==> config.mk <==
export PLATFORM = sky130hd
export DESIGN_NAME = ofm_tx_arb
export DESIGN_NICKNAME = d
export VERILOG_FILES = /design/src/rtl/ofm_tx_arb.sv
export SDC_FILE = /design/constraint.sdc
export NUM_CORES = 1
export LEC_CHECK = 0
export BUFFER_PORTS_ARGS = -buffer_cell sky130_fd_sc_hd__buf_2
export CORE_AREA = 2 2 147 149
export CTS_CLUSTER_SIZE = 12
export DETAILED_ROUTE_END_ITERATION = 8
export DIE_AREA = 0 0 149 151
export HOLD_SLACK_MARGIN = 0.02
export PLACE_DENSITY = 0.51
export SKIP_CTS_REPAIR_TIMING = 1
export SYNTH_ARGS = -nofsm -noshare
export SYNTH_HDL_FRONTEND = slang
export SYNTH_SLANG_ARGS = --single-unit
export TNS_END_PERCENT = 20
==> constraint.sdc <==
create_clock -name mm2s_clk -period 3.1 [get_ports mm2s_clk]
set_input_delay 0.155 -clock mm2s_clk [delete_from_list [all_inputs] [get_ports mm2s_clk]]
set_output_delay 0.155 -clock mm2s_clk [all_outputs]
set_load 0.01 [all_outputs]
==> src/rtl/ofm_tx_arb.sv <==
// Frame-level arbiter for the outbound TX offload path.
// Two requesters, each a txc (control) + txd (data) AXI-Stream pair, share one
// downstream txc/txd input. A requester holds the grant for one whole frame:
// its txc sequence up to tlast, then its txd sequence up to tlast.
//
// Handshake rule for every stream here: a beat transfers on a rising mm2s_clk
// edge where tvalid and tready are both 1; a source holds tdata/tkeep/tlast
// stable while tvalid=1 and tready=0. Ready is passed straight through from
// the downstream sink to the granted source, so this block adds no buffering.
module ofm_tx_arb #(
  parameter int C_RR    = 1,
  parameter int C_CNT_W = 16
) (
  input  logic               mm2s_clk,
  input  logic               mm2s_resetn,
  // port 0
  input  logic [31:0]        s0_txc_tdata,
  input  logic [3:0]         s0_txc_tkeep,
  input  logic               s0_txc_tvalid,
  input  logic               s0_txc_tlast,
  output logic               s0_txc_tready,
  input  logic [63:0]        s0_txd_tdata,
  input  logic [7:0]         s0_txd_tkeep,
  input  logic               s0_txd_tvalid,
  input  logic               s0_txd_tlast,
  output logic               s0_txd_tready,
  // port 1
  input  logic [31:0]        s1_txc_tdata,
  input  logic [3:0]         s1_txc_tkeep,
  input  logic               s1_txc_tvalid,
  input  logic               s1_txc_tlast,
  output logic               s1_txc_tready,
  input  logic [63:0]        s1_txd_tdata,
  input  logic [7:0]         s1_txd_tkeep,
  input  logic               s1_txd_tvalid,
  input  logic               s1_txd_tlast,
  output logic               s1_txd_tready,
  // downstream to ingress FSM
  output logic [31:0]        m_txc_tdata,
  output logic [3:0]         m_txc_tkeep,
  output logic               m_txc_tvalid,
  output logic               m_txc_tlast,
  input  logic               m_txc_tready,
  output logic [63:0]        m_txd_tdata,
  output logic [7:0]         m_txd_tkeep,
  output logic               m_txd_tvalid,
  output logic               m_txd_tlast,
  input  logic               m_txd_tready,
  // status
  output logic               arb_grant,
  output logic [C_CNT_W-1:0] s0_frame_cnt,
  output logic [C_CNT_W-1:0] s1_frame_cnt,
  output logic [3:0]         arb_dbg
);

  localparam logic [1:0] ST_IDLE = 2'd0;
  localparam logic [1:0] ST_CTRL = 2'd1;
  localparam logic [1:0] ST_DATA = 2'd2;

  logic [1:0] state;
  logic [1:0] state_nxt;
  logic       grant;
  logic       grant_nxt;
  logic       last;       // port that completed the most recent frame
  logic       in_ctrl;
  logic       in_data;
  logic       txc_done;
  logic       txd_done;

  assign in_ctrl  = (state == ST_CTRL);
  assign in_data  = (state == ST_DATA);
  assign txc_done = m_txc_tvalid & m_txc_tready & m_txc_tlast;
  assign txd_done = m_txd_tvalid & m_txd_tready & m_txd_tlast;

  assign arb_grant = grant;
  assign arb_dbg   = {grant, 1'b0, state};

  // Next-state and grant selection; grant only moves while IDLE.
  always_comb begin
    state_nxt = state;
    grant_nxt = grant;
    case (state)
      ST_IDLE: begin
        if (s0_txc_tvalid | s1_txc_tvalid) begin
          state_nxt = ST_CTRL;
          if (s0_txc_tvalid & s1_txc_tvalid) begin
            grant_nxt = (C_RR != 0) ? ~last : 1'b0;
          end else begin
            grant_nxt = s1_txc_tvalid;
          end
        end
      end
      ST_CTRL: begin
        if (txc_done) state_nxt = ST_DATA;
      end
      ST_DATA: begin
        if (txd_done) state_nxt = ST_IDLE;
      end
      default: state_nxt = ST_IDLE;
    endcase
  end

  // State, grant, round-robin pointer and frame counters.
  always_ff @(posedge mm2s_clk or negedge mm2s_resetn) begin
    if (!mm2s_resetn) begin
      state        <= ST_IDLE;
      grant        <= 1'b0;
      last         <= 1'b1;
      s0_frame_cnt <= '0;
      s1_frame_cnt <= '0;
    end else begin
      state <= state_nxt;
      grant <= grant_nxt;
      if (in_data && txd_done) begin
        last <= grant;
        if (grant) s1_frame_cnt <= s1_frame_cnt + C_CNT_W'(1);
        else       s0_frame_cnt <= s0_frame_cnt + C_CNT_W'(1);
      end
    end
  end

  // Control-phase forwarding; everything is forced to 0 outside CTRL.
  always_comb begin
    m_txc_tdata   = '0;
    m_txc_tkeep   = '0;
    m_txc_tvalid  = 1'b0;
    m_txc_tlast   = 1'b0;
    s0_txc_tready = 1'b0;
    s1_txc_tready = 1'b0;
    if (in_ctrl) begin
      if (grant) begin
        m_txc_tdata   = s1_txc_tdata;
        m_txc_tkeep   = s1_txc_tkeep;
        m_txc_tvalid  = s1_txc_tvalid;
        m_txc_tlast   = s1_txc_tlast;
        s1_txc_tready = m_txc_tready;
      end else begin
        m_txc_tdata   = s0_txc_tdata;
        m_txc_tkeep   = s0_txc_tkeep;
        m_txc_tvalid  = s0_txc_tvalid;
        m_txc_tlast   = s0_txc_tlast;
        s0_txc_tready = m_txc_tready;
      end
    end
  end

  // Data-phase forwarding; everything is forced to 0 outside DATA.
  always_comb begin
    m_txd_tdata   = '0;
    m_txd_tkeep   = '0;
    m_txd_tvalid  = 1'b0;
    m_txd_tlast   = 1'b0;
    s0_txd_tready = 1'b0;
    s1_txd_tready = 1'b0;
    if (in_data) begin
      if (grant) begin
        m_txd_tdata   = s1_txd_tdata;
        m_txd_tkeep   = s1_txd_tkeep;
        m_txd_tvalid  = s1_txd_tvalid;
        m_txd_tlast   = s1_txd_tlast;
        s1_txd_tready = m_txd_tready;
      end else begin
        m_txd_tdata   = s0_txd_tdata;
        m_txd_tkeep   = s0_txd_tkeep;
        m_txd_tvalid  = s0_txd_tvalid;
        m_txd_tlast   = s0_txd_tlast;
        s0_txd_tready = m_txd_tready;
      end
    end
  end

endmodule
==> out/qor.txt, run 1 <==
status -> complete, but fails checks
failing checks -> hold timing
full die area -> 22,500 um^2
final setup vio count -> 0
initial drt markers -> 132
Rel. slew slack -> 45.1%
area delta synth->final -> 69.6%
DP HPWL -> 12.8 mm
Worst Hold Margin -> -0.0216 ns
Post-Route WL -> 15.2 mm
Setup crit start kind -> flop
Die X-Extent -> 149 um
flop2flop setup slack -> 1.05 ns
share of the yosys chip area belonging to registers -> 26.9%
initial antenna violation count -> 4
initial core utilization -> 16.1%
worst endpoint required time -> 2.94 ns
setup TNS -> 0 ns
Rows -> 53
Placement Cell Area -> 5510 um^2
Worst Skew -> 0.00304 ns
core area -> 20,800 um^2
clock sink total -> 36
port bufs -> 379
fill count -> 2,306
vias in the first global route -> 3,869
CTS tree -> done
cell total after placement -> 1,030
DR DRC count -> 0
non-filler instance count after layout -> 1,042
mean routed wirelength per cell -> 14.6 um
post-route minimum period -> 2.27 ns
Yosys warnings -> 0
Cell Chain, Critical Path -> buf_4 > mux2i_1 > nor2_1 > buf_2
total power -> 3.24 mW
clk_lat worst skew -> 0.27 ns
LEAKAGE -> 3.48 nW
critical path endpoint category -> output port
synthesized cell area -> 3350 um^2
Worst Hold Class -> input pin to asynchronous set/reset pin
fmax -> 440 MHz
GPL Wtd Cong -> 0.778
VDD IR max -> 331 uV
Critical Path AT -> 2.12 ns
final hold violation count -> 35
Detailed Routing Iterations Pass 1 -> 4
pin count of the biggest net entering global routing -> 62
syn avg cell area -> 8.38 um^2
syn_nets -> 630
Vias/cell -> 3.99
Detail Route Antenna Nets -> 0
TritonCTS Buffers -> 5
WS Path Type -> flop to output port
Root Driver -> clkbuf_16
PD cells -> 569 nW/um^2
fin util -> 27.3%
RSZ-0062 raised after global routing -> no
slowest CP cell -> dfrtp_4
fraction of layout cells with a size suffix above 1 -> 52.8%
crit share post-route -> 73.3%
Max Slew Vio Count -> 0
CTS Buffer Depth -> 2
flops & latches, synth -> 36
Least-Margin Pin Slew -> 0.824 ns
CTS clk-pin slew, worst paths -> 0.05 ns
global-route wire length before repair -> 21.7 mm
worst-path maximum fanout -> 35
die height -> 151 um
Crit path largest cell delay -> 0.70 ns
Layout Nets -> 992
Ports -> 381
cells after synthesis -> 400
H-tree depth -> 2
number of max-cap violations -> 0
Yosys cell types -> 32
post-route cell area -> 5680 um^2
total grt overflow -> 0
detailed-route via count -> 4,161
total global-route track usage -> 12.1%
==> power breakdown <==
group	switching (mW)	internal [mW]	total, mW
registers	0.115	0.511	0.626
logic	1.11	0.938	2.05
clock network	0.183	0.378	0.561
total	1.41	1.83	3.24
==> final timing paths <==
| kind | startpoint | endpoint | cells after the start |
|---|---|---|---|
| max | arb_grant | m_txd_tdata[56] | 4 |
| min in group mm2s_clk | s0_txc_tvalid | state[0] | 3 |
| min reg2reg | s0_frame_cnt[15] | s0_frame_cnt[15] | 1 |
| max in group asynchronous | mm2s_resetn | arb_grant | 1 |
| max reg2reg | state[0] | s1_frame_cnt[10] | 4 |
| min | mm2s_resetn | s0_frame_cnt[10] | 1 |
==> routing by layer <==
| metal | track usage, % | share of wire [%] | up-vias | wire length [um] |
|---|---|---|---|---|
| li1 | - | - | 2093 | - |
| met1 | 16.9 | 44 | 1888 | 6670 |
| met2 | 19.8 | 49 | 172 | 7500 |
| met3 | 1.96 | 6.1 | 8 | 928 |
| met4 | 2.48 | 0.63 | 0 | 95 |
| met5 | 0 | 0 | - | 0 |
==> cell usage after synthesis, drive strengths merged <==
cell type  instances  share of area [%]
nor2             125                 14
nand2b             2               0.37
nand2             13                1.5
mux2i            110                 33
mux2               3                1.0
dfrtp             35                 26
inv                3               0.34
nor4               1               0.63
clkbuf             8               0.90
a32oi              1               0.26
or4                1               0.34
xor2              10                2.6
and3               9                1.7
nand3              8                1.2
buf               20                3.4
nand3b             3               0.67
xnor2             20                5.2
nand4             10                2.1
a21oi              3               0.45
nor3               5                1.4
nor2b              2               0.37
ha                 2               0.75
and4               2               0.52
o22ai              2               0.37
dfstp              1               0.78
conb               1               0.11
==> state kept, by name, indices dropped and copies added, names as in the netlist <==
signal / count
arb_grant: 1
s0_frame_cnt: 16
s1_frame_cnt: 16
state: 2
last: 1
==> kinds of logic (layout without fill, tap and decap cells) <==
logic type      count (synthesis)  after routing  synth area share (%)
simple gates                  181            181                  24.8
xor+xnor                       30             30                  7.84
buf+inv                        31            394                  4.59
mux                           113            113                  33.9
compound gates                  6              6                  1.08
other cells                     1              5                 0.112
flops                          36             36                  26.9
fa+ha+maj                       2              2                 0.747
==> final cells by class <==
class | count | area [um^2] | area share, %
diodes | 4 | 10.0 | 0.176
clock buffers | 6 | 129 | 2.27
clock inverters | 2 | 35.0 | 0.616
inverters | 3 | 11.3 | 0.198
multi-input cells | 333 | 2300 | 40.4
flip-flops and latches | 36 | 906 | 15.9
well taps | 275 | 344 | 6.05
repair buffers | 383 | 1950 | 34.3
==> metrics by stage <==
| stage | hold slack (ns) | setup slack (ns) |
|---|---|---|
| 6_report | -0.0216 | 0.826 |
| 3_3_place_gp | 0.308 | 1.06 |
| 5_1_grt | 0.0444 | 0.741 |
| 2_1_floorplan | -0.141 | 1.54 |
| 3_5_place_dp | 0.300 | 1.05 |
| 4_1_cts | 0.0103 | 0.810 |
==> cells in the final DEF (no fill, tap or decap) <==
cell         n
or4_4        1
a21oi_1      3
nor4_4       1
bufinv_16    1
and3_1       8
dfstp_2      1
nand2b_1     1
inv_1        3
conb_1       1
xnor2_1     20
clkbuf_16    5
nor3_4       2
and3_2       1
nand3b_1     3
nor2_2       1
dfrtp_4      1
clkbuf_1     1
buf_2      379
mux2i_1    110
dfrtp_1     34
buf_4        2
nand2_1     13
nor2_1     124
ha_1         2
xor2_1      10
mux2_2       3
buf_12       2
o22ai_1      2
nand2b_2     1
diode_2      4
nor3_1       3
clkinv_2     1
nand3_1      8
nand4_2      1
and4_1       2
a32oi_1      1
nor2b_1      2
nand4_1      9
==> worst max-delay path: cells and delay by family, from the launching register on <==
kind | cells | cell delay [ns]
buf+inv | 2 | 0.71
simple gates | 1 | 0.07
mux | 1 | 0.34
flops | 1 | 0.70
Power figures use the tool's default switching activity.
==> inputs of run 2 (changes only) <==
ABC_AREA = 1   (was not set)
PLACE_DENSITY = 0.53   (was 0.51)
clock period = 2.3 ns   (was 3.1 ns; I/O delays follow)
==> run 2 against run 1 <==
Against the previous run:
- sequential share of layout area shrank 1.0 points
- worst setup slack got worse by 0.57 ns
- routed wire length rose by 35%
- core utilization up 1.9 points
- global-route usage increased by 4.6 points
- design area rose by 6.8%
- cell count increased by 27%
- area after synthesis grew 12%
- the run now ends clean
- total power is 27% higher
- flip-flop and latch count unchanged
- critical endpoint is now m_txc_tdata[17]
- first-iteration DRC count is 99% higher
- non-clock buffer count rose by 8
==> out/qor.txt, run 2 <==
port bufs -> 379
commonest cells in the synthesized netlist -> 352 x nand2_1, 111 x a21oi_1, 35 x dfrtp_1, 33 x nor2_1, 27 x clkbuf_1
Least-Margin Pin Slew -> 0.849 ns
most frequent cells in the layout -> 379 x buf_2, 352 x nand2_1, 111 x a21oi_1, 34 x dfrtp_1, 33 x nor2_1
Synth area leader -> nand2_1
global-route wire length before repair -> 29.4 mm
fin util -> 29.2%
Cell Chain, Critical Path -> inv_6 > buf_4 > nand2_1 > a21oi_1 > buf_2
Detailed Routing Iterations Pass 1 -> 5
critical path endpoint category -> output port
most common cell after layout, fill and taps aside -> buf_2
initial core utilization -> 18.1%
Yosys warnings -> 0
Reg power frac -> 18.4%
most frequent cell after synthesis -> nand2_1
Worst Setup SP -> arb_grant
fraction of layout cells with a size suffix above 1 -> 41.1%
TritonCTS Buffers -> 5
Setup crit start kind -> flop
crit share post-route -> 88.7%
flops & latches, synth -> 36
Post-Route WL -> 20.5 mm
full die area -> 22,500 um^2
Post-Synth XOR/XNOR Area -> 3.26%
mean routed wirelength per cell -> 15.5 um
initial drt markers -> 263
pin count of the biggest net entering global routing -> 69
Hold Path Stages -> 2
Worst Skew -> 0.00458 ns
simple-gate area share of the yosys netlist -> 46.5%
hold_sp -> s1_txc_tvalid
setup TNS -> 0 ns
mux cell area share after synthesis -> 0%
share of flip-flops with an asynchronous set or reset -> 100%
total grt overflow -> 0
core area -> 20,800 um^2
Clk pwr share -> 17.1%
largest family of logic cells by synthesized area -> simple AND/OR/NAND/NOR gates
synthesized cell area -> 3770 um^2
Vias/cell -> 4.31
PD cells -> 676 nW/um^2
Top Registers -> s0_frame_cnt (16), s1_frame_cnt (16), state (2)
clk_lat worst skew -> 0.28 ns
Pint -> 2.01 mW
Max Slew Vio Count -> 0
Placement Cell Area -> 5900 um^2
Synth area leaders -> nand2_1 35%, dfrtp_1 23%, a21oi_1 15%
worst-path maximum fanout -> 47
Gate power share -> 64.6%
Critical Path AT -> 1.93 ns
Die X-Extent -> 149 um
DR DRC count -> 0
final setup vio count -> 0
CTS tree -> done
Rows -> 53
cells after synthesis -> 687
Post-Synth Adder-Cell Area -> 0.664%
Ports -> 381
vias in the first global route -> 5,079
GPL Wtd Cong -> 0.827
area delta synth->final -> 61.2%
top_reg_cell synth -> dfrtp_1
Worst Hold Margin -> 0.130 ns
status -> finished clean
worst r2r path cells -> 7
number of max-cap violations -> 0
fmax -> 490 MHz
worst endpoint required time -> 2.18 ns
post-route cell area -> 6070 um^2
RSZ-0062 raised after global routing -> no
share of the yosys chip area belonging to registers -> 24.0%
final hold violation count -> 0
number of synthesized flops with an enable pin -> 0
Worst Hold Class -> input pin to flop
Synth Area in Compound Gates -> 16.7%
CTS clk-pin slew, worst paths -> 0.05 ns
Rel. slew slack -> 43.4%
initial antenna violation count -> 4
DP HPWL -> 16.7 mm
top-area cell type share of the netlist area -> 35.1%
LEAKAGE -> 3.50 nW
syn avg cell area -> 5.48 um^2
Root Driver -> clkbuf_16
Critical R2R Launch -> arb_grant
Detail Route Antenna Nets -> 0
Layout Nets -> 1,270
CTS Buffer Depth -> 2
slowest CP cell -> dfrtp_4
Switching Fraction -> 51.1%
Yosys cell types -> 24
NetSw -> 2.10 mW
non-filler instance count after layout -> 1,320
Crit path largest cell delay -> 0.60 ns
clock sink total -> 36
cell total after placement -> 1,307
post-route minimum period -> 2.04 ns
die height -> 151 um
detailed-route via count -> 5,688
WS Path Type -> flop to output port
VDD IR max -> 321 uV
syn_nets -> 917
H-tree depth -> 2
total global-route track usage -> 16.7%
run 2: cell types whose count changed after synthesis, moves of 13 or more:
cell	change
nand2_1	+339
mux2i_1	-110
a21oi_1	+108
nor2_1	-91
nand2_2	+22
inv_1	+20
clkbuf_1	+19
o21ai_0	+13
run 2: worst max-delay path, delay by kind of cell, from the launching register on:
family / cells / cell delay [ns]
and+or+nand+nor: 1 / 0.09
buffers and inverters: 3 / 0.69
DFF: 1 / 0.60
AOI/OAI and AO/OA: 1 / 0.23
run 2: per-layer routing:
layer,vias to the layer above,wire (um),global-route usage [%]
met5,-,13,0
met3,13,1580,3.70
met2,196,10200,28.7
li1,2882,-,-
met1,2595,8580,21.7
met4,2,136,3.05
run 2: power groups by stage:
| stage | registers, mW | clock network [mW] | logic, mW |
|---|---|---|---|
| 2_1_floorplan | 0.715 | 0 | 1.60 |
| 5_1_grt | 0.764 | 0.757 | 2.96 |
| 3_5_place_dp | 0.770 | 0 | 2.66 |
| 6_report | 0.753 | 0.700 | 2.65 |
| 3_3_place_gp | 0.769 | 0 | 2.66 |
| 4_1_cts | 0.758 | 0.719 | 2.68 |
run 2: cells by family (layout without fill, tap and decap cells):
group	count (synthesis)	after routing
buffers and inverters	71	425
xor gates and xnor gates	14	14
other	1	5
and+or+nand+nor	438	438
AOI/OAI and AO/OA	125	125
adders and majority gates	2	2
DFF	36	36
run 2: path summary, 6_finish.rpt:
kind	to	slack [ns]
max in group asynchronous	arb_grant	1.19
min	arb_grant	0.13
min reg2reg	s0_frame_cnt[15]	0.53
min in group asynchronous	s0_frame_cnt[7]	0.47
max	m_txc_tdata[17]	0.26
max reg2reg	state[0]	0.50
run 2: cell type report:
cell class	count	area, um^2
clock inverters	2	10.0
repair buffers	391	2030
multi-input cells	580	2530
inverters	26	103
diodes	4	10.0
flip-flops and latches	36	906
clock buffers	6	139
well taps	275	344
fillers	2446	14800
run 2: per-stage QoR:
stage	power (mW)	worst slack, ns
after floorplan	2.31	0.778
after global placement	3.43	0.499
after detailed placement	3.43	0.445
after CTS	4.16	0.218
after global routing	4.48	0.119
final	4.10	0.259
==> inputs of run 3 (changes only) <==
ABC_AREA = not set   (was 1)
PLACE_DENSITY = 0.51   (was 0.53)
==> run 3 against run 2 <==
Against the previous run:
- fmax rose by 2.0%
- worst setup slack improved by 0.039 ns
- first-iteration DRC count fell by 54%
- core utilization fell by 1.9 points
- count of clock-buffer cells in the layout fell by 1
- hold slack improved by 0.039 ns
- non-clock buffer count fell by 6
- combinational power rose by 7.9%
- global-route usage fell by 4.5 points
- via count fell by 27%
- critical path type unchanged
==> out/qor.txt, run 3 (same netlist as run 1, synthesis figures left out) <==
clock sink total -> 36
vias in the first global route -> 3,944
reg2reg end -> s0_frame_cnt[7]
flop2flop setup slack -> 0.45 ns
register area -> 906 um^2
Worst Skew -> 0.00509 ns
DP HPWL -> 12.8 mm
setup TNS -> 0 ns
fill count -> 2,351
core area -> 20,800 um^2
status -> finished clean
Rows -> 53
die height -> 151 um
Worst Setup SP -> state[0]
H-tree depth -> 2
initial antenna violation count -> 4
Rel. slew slack -> 44.4%
Detail Route Antenna Nets -> 0
Setup crit start kind -> flop
total grt overflow -> 0
CTS tree -> done
worst r2r path cells -> 5
Detailed Routing Iterations Pass 1 -> 4
Root Driver -> clkbuf_16
fmax -> 500 MHz
PD cells -> 754 nW/um^2
fraction of layout cells with a size suffix above 1 -> 52.9%
RSZ-0062 raised after global routing -> no
Layout Nets -> 994
GPL Wtd Cong -> 0.767
most common cell after layout, fill and taps aside -> buf_2
total power -> 4.29 mW
pin count of the biggest net entering global routing -> 63
detailed-route via count -> 4,176
number of max-cap violations -> 0
Critical Path AT -> 1.89 ns
clk_lat worst skew -> 0.28 ns
TritonCTS Buffers -> 5
non-filler instance count after layout -> 1,043
global-route wire length before repair -> 21.8 mm
final setup vio count -> 0
worst-path maximum fanout -> 54
Critical R2R Launch -> state[0]
CTS clk-pin slew, worst paths -> 0.06 ns
crit share post-route -> 87.0%
Post-Route WL -> 15.2 mm
initial core utilization -> 16.1%
Worst Hold Margin -> 0.170 ns
CTS Buffer Depth -> 2
DR DRC count -> 0
area delta synth->final -> 69.6%
port bufs -> 379
mean routed wirelength per cell -> 14.5 um
initial drt markers -> 122
Least-Margin Pin Slew -> 0.833 ns
Die X-Extent -> 149 um
area occupied by multi-input gates -> 2300 um^2
Top Registers -> s0_frame_cnt (16), s1_frame_cnt (16), state (2)
CP Capture Point -> m_txd_tdata[48]
final hold violation count -> 0
Max Slew Vio Count -> 0
full die area -> 22,500 um^2
critical path endpoint category -> output port
most frequent cells in the layout -> 379 x buf_2, 124 x nor2_1, 110 x mux2i_1, 34 x dfrtp_1, 20 x xnor2_1
cell total after placement -> 1,031
WS Path Type -> flop to output port
LEAKAGE -> 3.48 nW
Vias/cell -> 4.00
total global-route track usage -> 12.3%
VDD IR max -> 541 uV
post-route minimum period -> 2.00 ns
Ports -> 381
worst endpoint required time -> 2.18 ns
Worst Hold Class -> input pin to flop
-- run 3: cell types whose count changed in the layout (fill, tap and decap cells not counted), moves of 6 or more --
cell / change
and3_1: +8
inv_1: -19
xnor2_1: +6
o21ai_0: -13
nand2_2: -22
xor2_1: +10
a21oi_1: -108
nand2_1: -339
nor2_1: +91
mux2i_1: +110
nand3_1: -8
buf_4: -6
-- run 3: worst min path at each step --
stage	from	end	slack [ns]	cells past startpoint
after floorplan	mm2s_resetn	arb_grant	-0.18	0
final	s0_txc_tvalid	state[0]	0.17	3
after global routing	s1_txc_tvalid	arb_grant	0.20	3
after global placement	mm2s_resetn	s0_frame_cnt[10]	0.26	1
after CTS	mm2s_resetn	s0_frame_cnt[8]	-0.04	1
after detailed placement	mm2s_resetn	s0_frame_cnt[14]	0.26	1
-- run 3: cell type report --
type / count / share of cell area (%)
Antenna cell: 3 / 0.132
Clock buffer: 5 / 2.20
Clock inverter: 3 / 0.330
Inverter: 3 / 0.198
Multi-Input combinational cell: 333 / 40.4
Sequential cell: 36 / 15.9
Tap cell: 275 / 6.05
Timing Repair Buffer: 385 / 34.7
-- run 3: critical path, stage by stage (launching register included) --
cell and delay, ns:
dfrtp_1 0.44, nand2b_2 0.47, buf_6 0.41, nor2_1 0.10, buf_2 0.15
-- run 3: metal layers --
layer	track usage, %	routed length [um]	vias up
met2	20.7	7530	186
met3	1.87	938	15
met4	3.00	195	0
li1	-	-	2091
met1	16.4	6500	1884
met5	0	0	-
-- run 3: per-stage QoR --
step / worst slack, ns / utilization, % / instance area (um^2)
finish: 0.298 / 27.3 / 5680
global route: 0.112 / 27.3 / 5680
CTS: 0.0920 / 27.2 / 5660
detailed placement: 0.399 / 26.5 / 5520
global placement: 0.445 / 26.5 / 5520
floorplan: 0.739 / - / 3350
-- run 3: report_power, final --
| group | switching (mW) | leakage, nW | internal (mW) | total [mW] |
|---|---|---|---|---|
| registers | 0.0715 | 0.492 | 0.690 | 0.762 |
| logic | 1.58 | 2.91 | 1.29 | 2.86 |
| clock network | 0.263 | 0.0736 | 0.399 | 0.662 |
